`src/rtl/rob_pkg.sv`:
```
// Shared types and constants for the reorder buffer slice.
// Latency: none (declarations only).
// Backpressure: none (declarations only).
package rob_pkg;

    localparam int ROB_BUS_W = 44;
    localparam int TAG_W     = 8;
    localparam int DATA_W    = 32;

    // Issue bus layout: {opcode, pc_or_imm, rd}
    localparam int OPC_LSB = 37;
    localparam int OPC_W   = 7;
    localparam int PC_LSB  = 5;
    localparam int PC_W    = 32;
    localparam int RD_LSB  = 0;
    localparam int RD_W    = 5;

    localparam logic [OPC_W-1:0] INST_TYPE_R_M  = 7'b0110011;
    localparam logic [OPC_W-1:0] INST_TYPE_I_M  = 7'b0010011;
    localparam logic [OPC_W-1:0] INST_TYPE_I_L  = 7'b0000011;
    localparam logic [OPC_W-1:0] INST_TYPE_I_J  = 7'b1100111;
    localparam logic [OPC_W-1:0] INST_TYPE_S    = 7'b0100011;
    localparam logic [OPC_W-1:0] INST_TYPE_B    = 7'b1100011;
    localparam logic [OPC_W-1:0] INST_TYPE_AUIPC = 7'b0010111;
    localparam logic [OPC_W-1:0] INST_TYPE_LUI  = 7'b0110111;
    localparam logic [OPC_W-1:0] INST_TYPE_J    = 7'b1101111;

    // Stores and branches have no destination register.
    function automatic logic writes_rd(input logic [OPC_W-1:0] opcode);
        return !((opcode == INST_TYPE_S) || (opcode == INST_TYPE_B));
    endfunction

endpackage

```
`src/rtl/rob_lookup.sv`:
```
// Operand look-up port: maps a tag to a ready value, with same-cycle CDB bypass.
// Latency: purely combinational.
// Backpressure: none; enable=0 tells the decoder to wait on the tag instead.
module rob_lookup
    import rob_pkg::*;
#(
    parameter int DEPTH = 16,
    parameter int IDX_W = 4
) (
    input  logic                         check,
    input  logic [TAG_W-1:0]             tag,
    input  logic                         cdb_valid,
    input  logic [TAG_W-1:0]             cdb_tag,
    input  logic [DATA_W-1:0]            cdb_value,
    input  logic [DEPTH-1:0]             entry_valid,
    input  logic [DEPTH-1:0]             entry_ready,
    input  logic [DEPTH-1:0][DATA_W-1:0] entry_value,
    output logic                         value_enable,
    output logic [DATA_W-1:0]            value
);

    logic             in_range;
    logic [IDX_W-1:0] idx;

    // Bypass wins over the stored copy so a result is usable the cycle it is broadcast.
    always_comb begin
        value_enable = 1'b0;
        value        = '0;
        in_range     = (tag != '0) && (tag <= TAG_W'(DEPTH));
        idx          = IDX_W'(tag - TAG_W'(1));
        if (check) begin
            if (cdb_valid && (cdb_tag == tag) && (tag != '0)) begin
                value_enable = 1'b1;
                value        = cdb_value;
            end else if (in_range && entry_valid[idx] && entry_ready[idx]) begin
                value_enable = 1'b1;
                value        = entry_value[idx];
            end
        end
    end

endmodule

```
`src/rtl/reorder_buffer.sv`:
```
// Circular reorder buffer: tag allocation, CDB capture, in-order commit and mispredict flush.
// Latency: CDB write at edge N commits at edge N+1 earliest; commit/flush outputs are registered pulses.
// Backpressure: rob_full stalls the decoder; writes while full (judged on registered count) are dropped.
module reorder_buffer
    import rob_pkg::*;
#(
    parameter int DEPTH   = 16,
    parameter int IDX_W   = 4,
    parameter int ROB_BUS = ROB_BUS_W
) (
    input  logic               clk,
    input  logic               rst_n,
    input  logic               rob_write,
    input  logic [ROB_BUS-1:0] rob_bus,
    output logic [TAG_W-1:0]   rob_tag,
    output logic               rob_full,
    input  logic               rob_check_rs1,
    input  logic               rob_check_rs2,
    input  logic [TAG_W-1:0]   rob_tag1,
    input  logic [TAG_W-1:0]   rob_tag2,
    output logic               rob_value1_enable,
    output logic               rob_value2_enable,
    output logic [DATA_W-1:0]  rob_rs1,
    output logic [DATA_W-1:0]  rob_rs2,
    input  logic               cdb_valid,
    input  logic [TAG_W-1:0]   cdb_tag,
    input  logic [DATA_W-1:0]  cdb_value,
    input  logic               cdb_mispredict,
    input  logic [DATA_W-1:0]  cdb_target,
    output logic               commit_valid,
    output logic               commit_reg_we,
    output logic [RD_W-1:0]    commit_rd,
    output logic [TAG_W-1:0]   commit_tag,
    output logic [DATA_W-1:0]  commit_value,
    output logic               commit_store,
    output logic               flush_o,
    output logic [DATA_W-1:0]  flush_pc
);

    logic [DEPTH-1:0]             valid_q, valid_d, ready_q, ready_d, mispredict_q, mispredict_d;
    logic [DEPTH-1:0][OPC_W-1:0]  opcode_q, opcode_d;
    logic [DEPTH-1:0][RD_W-1:0]   rd_q, rd_d;
    logic [DEPTH-1:0][DATA_W-1:0] value_q, value_d, target_q, target_d;
    logic [IDX_W-1:0]             head_q, head_d, tail_q, tail_d;
    logic [IDX_W:0]               count_q, count_d;

    logic               commit_valid_q, commit_valid_d, commit_reg_we_q, commit_reg_we_d;
    logic               commit_store_q, commit_store_d, flush_q, flush_d;
    logic [RD_W-1:0]    commit_rd_q, commit_rd_d;
    logic [TAG_W-1:0]   commit_tag_q, commit_tag_d;
    logic [DATA_W-1:0]  commit_value_q, commit_value_d, flush_pc_q, flush_pc_d;

    logic               alloc, commit_fire, wb_hit;
    logic [IDX_W-1:0]   wb_idx;

    // Retire needs only opcode and rd; branch targets arrive on the CDB, so pc_or_imm is not kept.
    logic [PC_W-1:0]    unused_pc_or_imm;
    assign unused_pc_or_imm = rob_bus[PC_LSB +: PC_W];

    assign rob_full    = (count_q == (IDX_W+1)'(DEPTH));
    assign rob_tag     = rob_full ? '0 : TAG_W'(tail_q) + TAG_W'(1);
    assign alloc       = rob_write && !rob_full;
    assign commit_fire = valid_q[head_q] && ready_q[head_q];
    assign wb_idx      = IDX_W'(cdb_tag - TAG_W'(1));
    assign wb_hit      = cdb_valid && (cdb_tag != '0) && (cdb_tag <= TAG_W'(DEPTH)) && valid_q[wb_idx];

    rob_lookup #(.DEPTH(DEPTH), .IDX_W(IDX_W)) u_lookup1 (
        .check(rob_check_rs1), .tag(rob_tag1),
        .cdb_valid(cdb_valid), .cdb_tag(cdb_tag), .cdb_value(cdb_value),
        .entry_valid(valid_q), .entry_ready(ready_q), .entry_value(value_q),
        .value_enable(rob_value1_enable), .value(rob_rs1)
    );

    rob_lookup #(.DEPTH(DEPTH), .IDX_W(IDX_W)) u_lookup2 (
        .check(rob_check_rs2), .tag(rob_tag2),
        .cdb_valid(cdb_valid), .cdb_tag(cdb_tag), .cdb_value(cdb_value),
        .entry_valid(valid_q), .entry_ready(ready_q), .entry_value(value_q),
        .value_enable(rob_value2_enable), .value(rob_rs2)
    );

    // Next state: writeback, then commit clears head, then allocate at tail; a flush overrides all.
    always_comb begin
        valid_d        = valid_q;
        ready_d        = ready_q;
        mispredict_d   = mispredict_q;
        opcode_d       = opcode_q;
        rd_d           = rd_q;
        value_d        = value_q;
        target_d       = target_q;
        head_d         = head_q;
        tail_d         = tail_q;
        count_d        = count_q + {{IDX_W{1'b0}}, alloc} - {{IDX_W{1'b0}}, commit_fire};
        commit_valid_d = 1'b0;
        commit_reg_we_d = 1'b0;
        commit_store_d = 1'b0;
        commit_rd_d    = '0;
        commit_tag_d   = '0;
        commit_value_d = '0;
        flush_d        = 1'b0;
        flush_pc_d     = '0;

        if (wb_hit) begin
            ready_d[wb_idx]      = 1'b1;
            value_d[wb_idx]      = cdb_value;
            mispredict_d[wb_idx] = cdb_mispredict;
            target_d[wb_idx]     = cdb_target;
        end

        if (commit_fire) begin
            commit_valid_d       = 1'b1;
            commit_tag_d         = TAG_W'(head_q) + TAG_W'(1);
            commit_rd_d          = rd_q[head_q];
            commit_value_d       = value_q[head_q];
            commit_reg_we_d      = writes_rd(opcode_q[head_q]) && (rd_q[head_q] != '0);
            commit_store_d       = (opcode_q[head_q] == INST_TYPE_S);
            valid_d[head_q]      = 1'b0;
            ready_d[head_q]      = 1'b0;
            mispredict_d[head_q] = 1'b0;
            head_d               = head_q + IDX_W'(1);
        end

        if (alloc) begin
            valid_d[tail_q]      = 1'b1;
            ready_d[tail_q]      = 1'b0;
            mispredict_d[tail_q] = 1'b0;
            opcode_d[tail_q]     = rob_bus[OPC_LSB +: OPC_W];
            rd_d[tail_q]         = rob_bus[RD_LSB +: RD_W];
            tail_d               = tail_q + IDX_W'(1);
        end

        if (commit_fire && mispredict_q[head_q]) begin
            flush_d      = 1'b1;
            flush_pc_d   = target_q[head_q];
            valid_d      = '0;
            ready_d      = '0;
            mispredict_d = '0;
            head_d       = '0;
            tail_d       = '0;
            count_d      = '0;
        end
    end

    // State and output registers; reset empties the buffer and silences every pulse.
    always_ff @(posedge clk or negedge rst_n) begin
        if (!rst_n) begin
            valid_q        <= '0;
            ready_q        <= '0;
            mispredict_q   <= '0;
            opcode_q       <= '0;
            rd_q           <= '0;
            value_q        <= '0;
            target_q       <= '0;
            head_q         <= '0;
            tail_q         <= '0;
            count_q        <= '0;
            commit_valid_q <= 1'b0;
            commit_reg_we_q <= 1'b0;
            commit_store_q <= 1'b0;
            commit_rd_q    <= '0;
            commit_tag_q   <= '0;
            commit_value_q <= '0;
            flush_q        <= 1'b0;
            flush_pc_q     <= '0;
        end else begin
            valid_q        <= valid_d;
            ready_q        <= ready_d;
            mispredict_q   <= mispredict_d;
            opcode_q       <= opcode_d;
            rd_q           <= rd_d;
            value_q        <= value_d;
            target_q       <= target_d;
            head_q         <= head_d;
            tail_q         <= tail_d;
            count_q        <= count_d;
            commit_valid_q <= commit_valid_d;
            commit_reg_we_q <= commit_reg_we_d;
            commit_store_q <= commit_store_d;
            commit_rd_q    <= commit_rd_d;
            commit_tag_q   <= commit_tag_d;
            commit_value_q <= commit_value_d;
            flush_q        <= flush_d;
            flush_pc_q     <= flush_pc_d;
        end
    end

    assign commit_valid  = commit_valid_q;
    assign commit_reg_we = commit_reg_we_q;
    assign commit_store  = commit_store_q;
    assign commit_rd     = commit_rd_q;
    assign commit_tag    = commit_tag_q;
    assign commit_value  = commit_value_q;
    assign flush_o       = flush_q;
    assign flush_pc      = flush_pc_q;

endmodule

```
`config.mk`:
```
export PLATFORM = sky130hd
export DESIGN_NAME = reorder_buffer
export DESIGN_NICKNAME = d
export VERILOG_FILES = /design/src/rtl/rob_pkg.sv /design/src/rtl/rob_lookup.sv /design/src/rtl/reorder_buffer.sv
export SDC_FILE = /design/constraint.sdc
export NUM_CORES = 2
export LEC_CHECK = 0
export CORE_MARGIN = 5
export CORE_UTILIZATION = 62
export CTS_CLUSTER_DIAMETER = 50
export DETAILED_ROUTE_END_ITERATION = 10
export GPL_TIMING_DRIVEN = 1
export PLACE_DENSITY = 0.85
export SLEW_MARGIN = 20
export SYNTH_ARGS = -nofsm -noshare
export SYNTH_HDL_FRONTEND = slang
export SYNTH_SLANG_ARGS = --single-unit
```
`constraint.sdc`:
```
create_clock -name clk -period 3.7 [get_ports clk]
set_clock_uncertainty 0.05 [all_clocks]
set_input_delay 0.555 -clock clk [delete_from_list [all_inputs] [get_ports clk]]
set_output_delay 0.555 -clock clk [all_outputs]
set_load 0.005 [all_outputs]
```
**Yosys cells after proc, flatten, opt, wreduce, memory -nomap -nowiden**

Cells that the tools add are included.

- Output and inout bits: 156
- Word-level logic and storage cells: 223
- Bits in registers: 1358
- Input port bits: 139

- Eq/ne operators: 5
- Mux-type cells: 82
- Bitwise logic cells: 9
- Magnitude comparators: 11
- Reductions and logical operators: 29
- $add $sub $neg: 9

Operators by type and width:

| kind | count |
|---|---|
| $bwmux 512 | 2 |
| $bmux 32 s4 | 4 |
| $mux 32 | 13 |
| $mux 16 | 11 |
| $demux 32 s4 | 1 |
| $bwmux 112 | 1 |
| $and 16x16->16 | 5 |
| $bwmux 80 | 1 |
| $bmux 1 s4 | 8 |
| $not 16->16 | 2 |
| $or 16x16->16 | 2 |
| $mux 5 | 6 |
| $bmux 7 s4 | 1 |
| $demux 7 s4 | 1 |
| $lt 4x5->1 const B | 5 |
| $le 8x5->1 const B | 3 |
| $reduce_bool 8->1 | 3 |
| $mux 1 | 21 |
| $bmux 5 s4 | 1 |
| $demux 5 s4 | 1 |
| $logic_and 1x1->1 | 20 |
| $bwmux 16 | 1 |
| $eq 8x8->1 | 2 |
| $mux 4 | 4 |
| 15 further kinds | 26 |

**Depth between registers and ports, before layout**

- Depth after elaboration: 12
- Depth in mapped cells: 19
- Mapped depth without buffers: 17

**Cells and area by module**

A second synthesis with hierarchy kept.

- Cells, all modules: 4708
- Area total of the unflattened synthesis: 70415.0 µm²

Modules (own cells, without submodules):

| module | cells an instance | sequential area each (µm²) | area an instance (µm²) | times used |
|---|---|---|---|---|
| reorder_buffer | 3766 | 33907.5 | 60865.9 | 1 |
| rob_lookup | 471 | 0.0 | 4774.6 | 2 |

**Worst setup path after synthesis**

Ideal clock, no wire load.

- Path kind: in2out
- Start point: in rob_tag1[0]
- End point: out rob_rs1[22]
- Required time: 3095 ps
- Stages: 10
- Data arrival time: 2896 ps
- Slack: 199 ps
- Buffers on the path: 4
- Cell sequence: buf_6 > inv_1 > ha_1 > buf_2 > buf_1 > clkbuf_1 > mux4_2 > mux4_2 > a22oi_1 > nor2_1

- Word-level cells in the longest chain between the ends: 8
- Elaborated cells between the ends (all ways): 18
- Classes of those cells: add/sub (1); order compare (1); eq/ne (1); mux (9); reduce/logical (6)

RTL lines:

| element | line | source |
|---|---|---|
| start, declared | reorder_buffer.sv:19 | `input logic [TAG_W-1:0] rob_tag1,` |
| $sub 4x1->4 | rob_lookup.sv:30 | `idx = IDX_W'(tag - TAG_W'(1));` |
| $bmux 1 s4 | rob_lookup.sv:35 | `end else if (in_range && entry_valid[idx] && entry_ready[idx]) begin` |
| $mux 1 (not written as such) | rob_lookup.sv:35 |  |
| $logic_and 1x1->1 (2 in a row) | rob_lookup.sv:35 |  |
| $mux 32 | rob_lookup.sv:35 |  |
| $mux 32 (*) | rob_lookup.sv:32 | `if (cdb_valid && (cdb_tag == tag) && (tag != '0)) begin` |
| $mux 32 (*) | rob_lookup.sv:31 | `if (check) begin` |
| end, declared | reorder_buffer.sv:23 | `output logic [DATA_W-1:0] rob_rs1,` |

Every way passes the cells marked *; elsewhere a longest branch is shown, timed or not. The select of a mux whose other input is x is not followed.

**Final worst setup path**

- Start point: reg ready_q[13]
- End point: out rob_rs1[5]

- Word-level cells in the longest chain between the ends: 6

RTL lines:

| element | line | source |
|---|---|---|
| start, declared | reorder_buffer.sv:40 | `logic [DEPTH-1:0] valid_q, valid_d, ready_q, ready_d, mispredict_q, mispredict_d;` |
| start signal, assigned | reorder_buffer.sv:166 | `ready_q <= ready_d;` |
| $bmux 1 s4 | rob_lookup.sv:35 |  |
| $mux 1 (not written as such) | rob_lookup.sv:35 |  |
| $logic_and 1x1->1 | rob_lookup.sv:35 |  |
| $mux 32 | rob_lookup.sv:35 |  |
| $mux 32 | rob_lookup.sv:32 |  |
| $mux 32 | rob_lookup.sv:31 |  |

No other way between the ends. The select of a mux whose other input is x is not followed.

==> reports/summary.json <==
{
  "synthTopCellsByArea": {"value": "sky130_fd_sc_hd__dfrtp_1, sky130_fd_sc_hd__mux4_2, sky130_fd_sc_hd__nand2_1"},
  "die_height": {"value": 348, "unit": "um"},
  "pwr_density_cell": {"value": 523, "unit": "mW/mm^2"},
  "synth-async-reset-ratio": {"value": 1.00},
  "ys.warnings.count": {"value": 0},
  "failed_checks": {"value": "setup timing"},
  "antenna_found_initial": {"value": 26},
  "remaining_drc_errors": {"value": 0},
  "drt_pass1_iterations": {"value": 9},
  "grt_setup_unrepaired": {"value": "true"},
  "numClockSinks": {"value": 1355},
  "slew_headroom": {"value": 0.235},
  "period_minus_slack": {"value": 3940, "unit": "ps"},
  "maxSlewViolCount": {"value": 0},
  "buffers_on_ports": {"value": 256},
  "gr-total-overflow": {"value": 0},
  "tritoncts.num_buffers": {"value": 150},
  "endpoint_kind": {"value": "output port"},
  "cts_tree": {"value": "built"},
  "synth_seq_cells": {"value": 1355},
  "globalplace.congestion": {"value": 0.934},
  "total_leakage_power": {"value": 39.5, "unit": "nW"},
  "reg2reg_slack": {"value": 150, "unit": "ps"},
  "synth.yosys.seq_area_share": {"value": 0.480},
  "timing.critical_path.required": {"value": 3090, "unit": "ps"},
  "status": {"value": "finished with violations"},
  "critical_path_peak_fanout": {"value": 5},
  "core_area": {"value": 0.113, "unit": "sq mm"},
  "hold_ws": {"value": 316, "unit": "ps"},
  "wl_per_cell": {"value": 30.9, "unit": "um"},
  "drtIter0Drc": {"value": 8897},
  "cp-endpoint": {"value": "rob_rs1[5]"},
  "rows": {"value": 123},
  "vdd.ir_drop.worst": {"value": 0.553, "unit": "mV"},
  "flow.area_growth_from_synthesis": {"value": 17.9, "unit": "%"},
  "grt_max_degree": {"value": 153},
  "synth_ff_type": {"value": "sky130_fd_sc_hd__dfrtp_1"},
  "max_clock_buf_depth": {"value": 3},
  "drive_gt1_frac": {"value": 0.344},
  "post_synth_instance_area": {"value": 0.0707, "unit": "sq mm"},
  "synth.largest_area_cell": {"value": "sky130_fd_sc_hd__dfrtp_1"},
  "h-tree-depth": {"value": 4},
  "worst_pin_slew": {"value": 1150, "unit": "ps"},
  "fin_crit_share": {"value": 1.06},
  "worstReg2RegStart": {"value": "head_q[1]"},
  "hold_path_class": {"value": "input port to asynchronous set/reset pin"},
  "final.fill_count": {"value": 6219},
  "reg2reg_to": {"value": "count_q[4]"},
  "total_number_of_vias": {"value": 54995},
  "critPathArrivalTime": {"value": 3330, "unit": "ps"},
  "drv_cap": {"value": 0},
  "fin_total_pwr": {"value": 0.0436, "unit": "W"},
  "synthDominantCellAreaShare": {"value": 0.480},
  "grt_pass1_wl": {"value": 354, "unit": "mm"},
  "die-width": {"value": 348, "unit": "um"},
  "path_clk_slew": {"value": 70, "unit": "ps"},
  "finalWirelength": {"value": 238, "unit": "mm"},
  "cts.root.buffer_cell": {"value": "sky130_fd_sc_hd__clkbuf_16"},
  "die_area": {"value": 0.121, "unit": "sq mm"},
  "grtUsageTotal": {"value": 0.387},
  "clock.fmax": {"value": 254, "unit": "MHz"},
  "hpwlAfterDp": {"value": 132, "unit": "mm"},
  "worstSetupPathType": {"value": "flip-flop to output port"},
  "synth_edf_count": {"value": 0},
  "finalSetupViolCount": {"value": 55},
  "syn-instance-count": {"value": 5756},
  "ys_types": {"value": 80},
  "initial_utilization": {"value": 0.626},
  "timing.critical_path.from_type": {"value": "flip-flop"},
  "ant_nets": {"value": 0},
  "syn_area_cell": {"value": 12.3, "unit": "sq um"},
  "final_net_count": {"value": 6218},
  "routed_via_density": {"value": 7.15},
  "grt_pass1_vias": {"value": 57689},
  "startpoint": {"value": "ready_q[13]"},
  "finalWorstSetupSlack": {"value": -240, "unit": "ps"},
  "rr_worst_depth": {"value": 16},
  "clock_insertion_delay_worst_skew": {"value": 800, "unit": "ps"},
  "timing_hold_violations_final": {"value": 0},
  "design.portCount": {"value": 295}
}
[flip-flops by register name, summed over array words and instances (netlist names)]
name / cells
commit_rd: 5
commit_reg_we: 1
commit_store: 1
commit_tag: 5
commit_valid: 1
commit_value: 32
count_q: 5
flush_o: 1
flush_pc: 32
head_q: 4
mispredict_q: 16
opcode_q: 112
rd_q: 80
ready_q: 16
tail_q: 4
target_q: 512
valid_q: 16
value_q: 512
[area by class of cell]
cell class	instances	area, sq um	share of cell area
multi-input combinational	3862	34500	0.415
clock inverter	71	850	0.0102
sequential	1355	33900	0.407
antenna	19	47.5	0.000571
tap	1500	1880	0.0225
inverter	22	82.6	0.000991
clock buffer	197	4220	0.0507
timing repair buffer	666	7770	0.0932
[repair_timing]
action                                 in CTS  in global routing
endpoints found under the hold margin      54                  0
setup buffers                              56                 26
pin swaps                                  64                 72
gates resized for setup                   342                 80
setup endpoints to repair                  66                 66
gates cloned                               11                  0
hold buffers                                1                  0
[cell usage in the layout (no fill, tap or decap), types with 19 or more instances in the layout]
master	count
sky130_fd_sc_hd__a21oi_1	25
sky130_fd_sc_hd__a22oi_2	57
sky130_fd_sc_hd__and2_1	33
sky130_fd_sc_hd__buf_12	162
sky130_fd_sc_hd__buf_2	58
sky130_fd_sc_hd__buf_4	210
sky130_fd_sc_hd__buf_6	22
sky130_fd_sc_hd__clkbuf_1	21
sky130_fd_sc_hd__clkbuf_16	153
sky130_fd_sc_hd__clkbuf_8	23
sky130_fd_sc_hd__clkdlybuf4s50_1	172
sky130_fd_sc_hd__clkinv_2	19
sky130_fd_sc_hd__dfrtp_1	1351
sky130_fd_sc_hd__diode_2	19
sky130_fd_sc_hd__ha_1	19
sky130_fd_sc_hd__inv_1	21
sky130_fd_sc_hd__mux2_2	477
sky130_fd_sc_hd__mux2_4	98
sky130_fd_sc_hd__mux2i_1	24
sky130_fd_sc_hd__mux4_2	683
sky130_fd_sc_hd__nand2_1	1974
sky130_fd_sc_hd__nand3_1	29
sky130_fd_sc_hd__nor2_1	117
sky130_fd_sc_hd__nor2b_1	44
sky130_fd_sc_hd__nor3_1	24
sky130_fd_sc_hd__o21ai_0	21
[routing by layer]
layer  global-route usage  vias to the layer above  share of wire
li1                     -                    20885              -
met1                0.467                    27092           0.32
met2                0.572                     5282           0.45
met3                0.163                     1722           0.15
met4                0.264                       14          0.084
met5                    0                        -        0.00045
[how the worst min path moves through the flow]
stage,to,depth (start not counted),start,slack [ps]
global route,target_q[409],2,rst_n,340
floorplan,commit_rd[0],0,rst_n,210
detailed placement,target_q[474],2,target_q[474],400
finish,target_q[409],2,rst_n,320
CTS,target_q[409],2,rst_n,300
global placement,target_q[194],2,target_q[194],390
[worst max-delay path, cell delays in order, from the launching register on]
cell	delay, ps
sky130_fd_sc_hd__dfrtp_1	410
sky130_fd_sc_hd__nand2_2	90
sky130_fd_sc_hd__mux4_2	480
sky130_fd_sc_hd__o221a_4	290
sky130_fd_sc_hd__nor3_4	200
sky130_fd_sc_hd__buf_12	140
sky130_fd_sc_hd__buf_12	140
sky130_fd_sc_hd__buf_12	120
sky130_fd_sc_hd__buf_12	110
sky130_fd_sc_hd__buf_12	100
sky130_fd_sc_hd__buf_6	100
sky130_fd_sc_hd__a22oi_2	60
sky130_fd_sc_hd__nor2_1	150
sky130_fd_sc_hd__buf_2	150
[report_power, final]
part	total, W	internal (W)	switching, W
sequential	0.0181	0.0167	0.00143
clock	0.0154	0.00880	0.00660
combinational	0.0101	0.00499	0.00508
[stage by stage]
stage	TNS [ps]	area [sq um]	worst slack [ps]	utilization	std cells
after detailed placement	-72420	76900	-833	0.682	7328
after global routing	-8850	83300	-317	0.738	7681
after global placement	-38880	76900	-842	0.682	7328
after floorplan	0	70700	199	-	5761
final	-5280	83300	-240	0.739	7692
after CTS	-3170	83000	-174	0.736	7658
[logic make-up after synthesis]
logic type                 Yosys count  share of synthesized area
and+or+nand+nor                   2328                      0.134
adders and majority gates           22                    0.00400
DFF                               1355                      0.480
xor gates and xnor gates            32                    0.00407
muxes                             1286                      0.319
AOI/OAI and AO/OA                  188                     0.0196
other                                1                  0.0000531
buffers and inverters              544                     0.0400
[synth_stat cells, types with 4 or more instances]
library cell               count
sky130_fd_sc_hd__a21oi_1      25
sky130_fd_sc_hd__a22o_1        8
sky130_fd_sc_hd__a22oi_1      65
sky130_fd_sc_hd__a31oi_1      18
sky130_fd_sc_hd__and2_1       33
sky130_fd_sc_hd__and2_4        4
sky130_fd_sc_hd__and3_1        8
sky130_fd_sc_hd__buf_1        77
sky130_fd_sc_hd__buf_2       192
sky130_fd_sc_hd__buf_4        46
sky130_fd_sc_hd__buf_6        44
sky130_fd_sc_hd__clkbuf_1    156
sky130_fd_sc_hd__dfrtp_1    1355
sky130_fd_sc_hd__ha_1         21
sky130_fd_sc_hd__inv_1        21
sky130_fd_sc_hd__mux2_2      477
sky130_fd_sc_hd__mux2_4       98
sky130_fd_sc_hd__mux2i_1      24
sky130_fd_sc_hd__mux4_1        4
sky130_fd_sc_hd__mux4_2      679
sky130_fd_sc_hd__nand2_1    1980
sky130_fd_sc_hd__nand2_2       4
sky130_fd_sc_hd__nand2b_1      6
sky130_fd_sc_hd__nand3_1      29
sky130_fd_sc_hd__nand3_2       8
sky130_fd_sc_hd__nand3b_1      4
sky130_fd_sc_hd__nand4_1       7
sky130_fd_sc_hd__nor2_1      123
sky130_fd_sc_hd__nor2b_1      44
sky130_fd_sc_hd__nor3_1       24
sky130_fd_sc_hd__nor3_2       11
sky130_fd_sc_hd__nor4_1       13
sky130_fd_sc_hd__nor4b_1       5
sky130_fd_sc_hd__o211ai_1      5
sky130_fd_sc_hd__o21ai_0      21
sky130_fd_sc_hd__o22a_1       15
sky130_fd_sc_hd__xnor2_1      14
sky130_fd_sc_hd__xor2_1       17
(Power assumes the default switching activity.)
